File: src/rtl/z16_pkg.sv
// Shared types and constants for the Z16 instruction-fetch path.
package z16_pkg;

  localparam int unsigned Z16_WORD_W = 16;
  localparam logic [Z16_WORD_W-1:0] Z16_PC_STEP = 16'd2;

  typedef enum logic [1:0] {
    StRun,
    StHalt,
    StFault
  } fetch_state_e;

  typedef struct packed {
    logic [Z16_WORD_W-1:0] instr;
    logic [Z16_WORD_W-1:0] pc;
  } fetch_entry_t;

endpackage

File: src/rtl/z16_fetch_queue.sv
// Synchronous FIFO of fetched instructions; flush empties it, push into a full
// queue is accepted when a pop happens on the same edge.
module z16_fetch_queue
  import z16_pkg::*;
#(
  parameter int unsigned Depth = 2
) (
  input  logic                   clk_i,
  input  logic                   rst_i,
  input  logic                   flush_i,
  input  logic                   push_i,
  input  fetch_entry_t           entry_i,
  input  logic                   pop_i,
  output fetch_entry_t           head_o,
  output logic [$clog2(Depth):0] count_o
);

  localparam int unsigned PtrW = $clog2(Depth);
  localparam int unsigned CntW = PtrW + 1;

  fetch_entry_t    mem_q [Depth];
  logic [PtrW-1:0] rd_q, wr_q;
  logic [CntW-1:0] cnt_q;
  logic            do_push, do_pop;

  assign do_pop  = pop_i & (cnt_q != '0);
  assign do_push = push_i & ((cnt_q < CntW'(Depth)) | do_pop);

  always_ff @(posedge clk_i) begin
    if (rst_i || flush_i) begin
      rd_q  <= '0;
      wr_q  <= '0;
      cnt_q <= '0;
    end else begin
      if (do_push) begin
        mem_q[wr_q] <= entry_i;
        wr_q        <= wr_q + PtrW'(1);
      end
      if (do_pop) rd_q <= rd_q + PtrW'(1);
      unique case ({do_push, do_pop})
        2'b10:   cnt_q <= cnt_q + CntW'(1);
        2'b01:   cnt_q <= cnt_q - CntW'(1);
        default: cnt_q <= cnt_q;
      endcase
    end
  end

  always_comb begin
    head_o = '0;
    if (cnt_q != '0) head_o = mem_q[rd_q];
  end

  assign count_o = cnt_q;

endmodule

File: src/rtl/z16_instr_fetch_ctrl.sv
// Z16 fetch controller: owns the PC, reads a combinational instruction memory
// and queues fetched words for decode; handles redirect, halt and range faults.
module z16_instr_fetch_ctrl
  import z16_pkg::*;
#(
  parameter logic [15:0] RESET_PC    = 16'h0000,
  parameter int unsigned QUEUE_DEPTH = 2,
  parameter int unsigned MEM_WORDS   = 11
) (
  input  logic        i_clk,
  input  logic        i_rst,
  output logic [15:0] o_imem_addr,
  input  logic [15:0] i_imem_instr,
  output logic [15:0] o_instr,
  output logic [15:0] o_instr_pc,
  output logic        o_instr_valid,
  input  logic        i_instr_ready,
  input  logic        i_redirect,
  input  logic [15:0] i_redirect_pc,
  input  logic        i_halt,
  output logic        o_fault
);

  localparam int unsigned CntW      = $clog2(QUEUE_DEPTH) + 1;
  localparam logic [15:0] MemWordsW = 16'(MEM_WORDS);

  fetch_state_e    state_q, state_d;
  logic [15:0]     pc_q, pc_d;
  logic            push, flush, pop, can_push, in_range;
  fetch_entry_t    head, entry;
  logic [CntW-1:0] q_count;

  assign o_instr_valid = (q_count != '0);
  assign pop           = o_instr_valid & i_instr_ready;
  assign can_push      = (q_count < CntW'(QUEUE_DEPTH)) | pop;
  assign in_range      = {1'b0, pc_q[15:1]} < MemWordsW;
  assign entry         = '{instr: i_imem_instr, pc: pc_q};

  always_comb begin
    state_d = state_q;
    pc_d    = pc_q;
    push    = 1'b0;
    flush   = 1'b0;
    if (i_redirect) begin
      flush   = 1'b1;
      pc_d    = i_redirect_pc & 16'hFFFE;
      state_d = i_halt ? StHalt : StRun;
    end else if (state_q == StFault) begin
      state_d = StFault;
    end else if (i_halt) begin
      state_d = StHalt;
    end else if (!in_range) begin
      state_d = StFault;
    end else begin
      // Halt released: fetch resumes on this same edge.
      state_d = StRun;
      if (can_push) begin
        push = 1'b1;
        pc_d = pc_q + Z16_PC_STEP;
      end
    end
  end

  always_ff @(posedge i_clk) begin
    if (i_rst) begin
      state_q <= StRun;
      pc_q    <= RESET_PC & 16'hFFFE;
    end else begin
      state_q <= state_d;
      pc_q    <= pc_d;
    end
  end

  z16_fetch_queue #(
    .Depth(QUEUE_DEPTH)
  ) u_queue (
    .clk_i  (i_clk),
    .rst_i  (i_rst),
    .flush_i(flush),
    .push_i (push),
    .entry_i(entry),
    .pop_i  (pop),
    .head_o (head),
    .count_o(q_count)
  );

  assign o_imem_addr = pc_q;
  assign o_instr     = head.instr;
  assign o_instr_pc  = head.pc;
  assign o_fault     = (state_q == StFault);

endmodule

File: config.mk
export PLATFORM = sky130hd
export DESIGN_NAME = z16_instr_fetch_ctrl
export DESIGN_NICKNAME = d
export VERILOG_FILES = /design/src/rtl/z16_pkg.sv /design/src/rtl/z16_fetch_queue.sv /design/src/rtl/z16_instr_fetch_ctrl.sv
export SDC_FILE = /design/constraint.sdc
export NUM_CORES = 1
export LEC_CHECK = 0
export BUFFER_PORTS_ARGS = -buffer_cell sky130_fd_sc_hd__buf_2
export CELL_PAD_IN_SITES_DETAIL_PLACEMENT = 1
export CELL_PAD_IN_SITES_GLOBAL_PLACEMENT = 1
export CORE_ASPECT_RATIO = 0.9
export CORE_MARGIN = 10
export CORE_UTILIZATION = 30
export CTS_CLUSTER_DIAMETER = 30
export DETAILED_ROUTE_END_ITERATION = 6
export PLACE_DENSITY_LB_ADDON = 0.1
export SYNTH_ARGS = -nofsm -noshare
export SYNTH_HDL_FRONTEND = slang
export SYNTH_SLANG_ARGS = --single-unit
File: constraint.sdc
create_clock -name i_clk -period 4.25 [get_ports i_clk]
set_clock_uncertainty 0.2 [all_clocks]
set_input_delay 0.425 -clock i_clk [delete_from_list [all_inputs] [get_ports i_clk]]
set_output_delay 0.425 -clock i_clk [all_outputs]
set_load 0.02 [all_outputs]
==> metrics.txt <==
Pleak=between 1.5 and 2 nW; Register Area=2303 sq um; Critical Path Slowest Stage Cell=dfxtp_2; final hold slack=a little under 90 ps; Root Driver=clkbuf_16; Post-synth EDFFs=between 60 and 70; die footprint=roughly 16,000 sq um; first-pass GRT wire length=12,510 microns; #FFs+latches synth=84; fin crit share=between 50% and 60%; Critical Path RT=3620 ps; hold buffers post-CTS=0; Worst-path clk slew=60 ps; Slew HR=approximately 34%; Mapped Area=3344 sq um; Net count, final=between 300 and 400; Setup TNS=0 ps; Logic pwr share=under 10%; Die Y=about 120 microns; Row Count=36; clock sink count=between 80 and 90; Flop pwr share=about half; Multi-input gate area=between 900 and 1000 sq um; gpl congestion=about 0.7; Filler cells=about 1,200; RSZ-0062 raised after global routing=false; max-cap violations=0; # setup viols final=0; global route overflow=0; Final Hold Fails=0; Slew Viols, Final=0; crit-path cells=mux2i_1 -> nor2_1 -> buf_2; DR WL/cell=around 16 microns; DRT iter0 DRCs=107; antenna diode count=0; post-layout instance area=between 4000 and 5000 sq um; R2R depth=5; DR vias/cell=about 4.5; Startpoint Class=register; Hold Crit Endpoint=u_queue.mem_q[0][20]; post-detailed-route DRC marker count=0; area leader, netlist=edfxtp_1; Setup crit end kind=primary output; H-tree levels=3; layout cells sized above 1=34.24%; Net Switching=roughly 0.38 mW; Synth Instances=~240; Core Util, Final=between 30% and 40%; Post-CTS Setup Inserts=0; cell types occupying the most area after synthesis=edfxtp_1 56%, dfxtp_1 13%, mux2i_1 13%, nor2_1 5.7%, nor4_4 1.3%; via count=2,145; I/O Pins=87; largest net degree at the start of global routing=32; Hold Path Class=in2reg; Power Dens Cells=between 400 and 500 nW/um^2; Power Internal=~1.4 mW; VDD IR max=about 220 uV; reg2reg setup slack=1920 ps; Place WS=roughly 1900 ps; synth warn=0; post_cts resized=0; synth unique cells=34; FFs w/ async S/R, synth=0%; I/O Buffers=83; total wire length=roughly 7900 microns; first drt pass iteration count=4; gr usage total=~10%; post-synth top area share=55.67%; Critical R2R Capture=u_queue.mem_q[1][23]; dpl hpwl=around 5500 microns; Die W=about 130 microns; vias in the first global route=2,431; Crit path largest cell delay=around 980 ps; Max Clk Rate=401.9 MHz; clock buffer depth=2; status=complete, no violations; initial antenna violation count=0; Initial Utilization=between 30% and 40%; Final min period=2488 ps; Core ar.=~11,000 sq um; Hold Startpoint=i_imem_instr[4]; Switching Fraction=a little over a fifth; final worst setup slack=approximately 1800 ps; critical path arrival=between 1500 and 2000 ps; CTS tree=built; antenna viol nets, final=0; P&R area growth vs syn=26.37%; worst slew pin tran=between 900 and 1000 ps; Setup CP Type=reg2out; DP Area=roughly 4000 sq um; reg2reg start=o_imem_addr[8]; top fanout value on the critical path=31; worst-skew pair later-pin latency=about 330 ps; post-synthesis sequential area ratio=between 60 and 70%; CTS Buf Count=9; syn_area_per_cell=between 10 and 15 sq um; worst hold stages=1; Synth Flop Type=edfxtp_1; clock share of power=43.3%
==> metrics by stage <==
step,total power [mW],cells
2_1_floorplan,0.9906,242
3_3_place_gp,1.034,466
3_5_place_dp,1.038,466
4_1_cts,1.820,482
5_1_grt,1.866,482
6_report,1.793,482
==> layout by cell type, fill, tap and decap left out, types with 2 or more instances in the layout <==
master and instances:
clkbuf_16 9, nor4_4 2, nor3_2 4, o21ai_0 3, edfxtp_1 62, nand2b_1 2, a21oi_1 5, conb_1 2
nand3_1 5, xnor2_1 2, buf_4 3, mux2i_1 42, dfxtp_1 21, buf_2 83, inv_1 8, ha_1 2
nor2_1 50, inv_4 2, o31a_1 2
==> power by group through the flow <==
stage | Clock, mW | Combinational, mW | Sequential (mW)
6_report | 0.776 | 0.104 | 0.913
5_1_grt | 0.835 | 0.116 | 0.916
4_1_cts | 0.799 | 0.107 | 0.914
3_5_place_dp | 0 | 0.107 | 0.931
3_3_place_gp | 0 | 0.105 | 0.930
2_1_floorplan | 0 | 0.0544 | 0.936
==> cell type report <==
cell class              count  area share (%)
multi-input cells         136           22.79
flip-flops and latches     84           54.50
repair buffers             86           10.36
inverters                   8          0.7105
clock buffers              11           5.743
well taps                 152           4.500
clock inverters             5           1.391
==> layer usage <==
layer | GRT usage, % | routed length [microns] | vias to the layer above
met5 | 0 | 0 | -
met3 | 4.003 | 460 | 4
met4 | 3.750 | 87 | 0
met1 | 11.82 | 3551 | 1038
met2 | 16.35 | 3767 | 65
li1 | - | - | 1038
==> sequential cells by signal (all words and copies together), names as in the netlist, named ones only <==
register	flops
o_imem_addr	15
state_q	2
u_queue.count_o	2
u_queue.mem_q	62
u_queue.rd_q	1
u_queue.wr_q	1
==> logic make-up after synthesis <==
family | count (synthesis) | synth area share [%]
xor+xnor | 3 | 0.7858
flops | 84 | 68.84
compound gates | 16 | 3.778
other cells | 1 | 0.1121
buf+inv | 22 | 2.843
fa+ha+maj | 2 | 0.7481
simple gates | 71 | 10.33
mux | 42 | 12.57
==> critical path: cells and delay by family (launching register included) <==
family	cells	cell delay, ps
buf+inv	1	170
flops	1	980
simple gates	1	60
mux	1	310
==> worst max-delay path by stage <==
stage,endpoint,cells after the start,slack (ps)
after CTS,o_instr_pc[6],3,1680
after floorplan,u_queue.mem_q[0][10],4,310
after global placement,u_queue.mem_q[0][27],5,1910
after detailed placement,u_queue.mem_q[1][21],5,1870
final,o_instr[6],3,1760
after global routing,o_instr_pc[7],3,1580
==> synthesized netlist by cell type (2+ instances only) <==
cell type  count
edfxtp_1      62
clkbuf_1       7
ha_1           2
nor3_2         2
dfxtp_1       22
a21oi_1        5
nand2b_1       2
nand3_1        5
mux2i_1       42
inv_1          8
nor3_1         2
o21ai_0        3
buf_4          2
xnor2_1        2
nor4_4         2
nor2_1        51
o31a_1         2
buf_2          4
No activity file was read; power rests on OpenSTA's default activity.
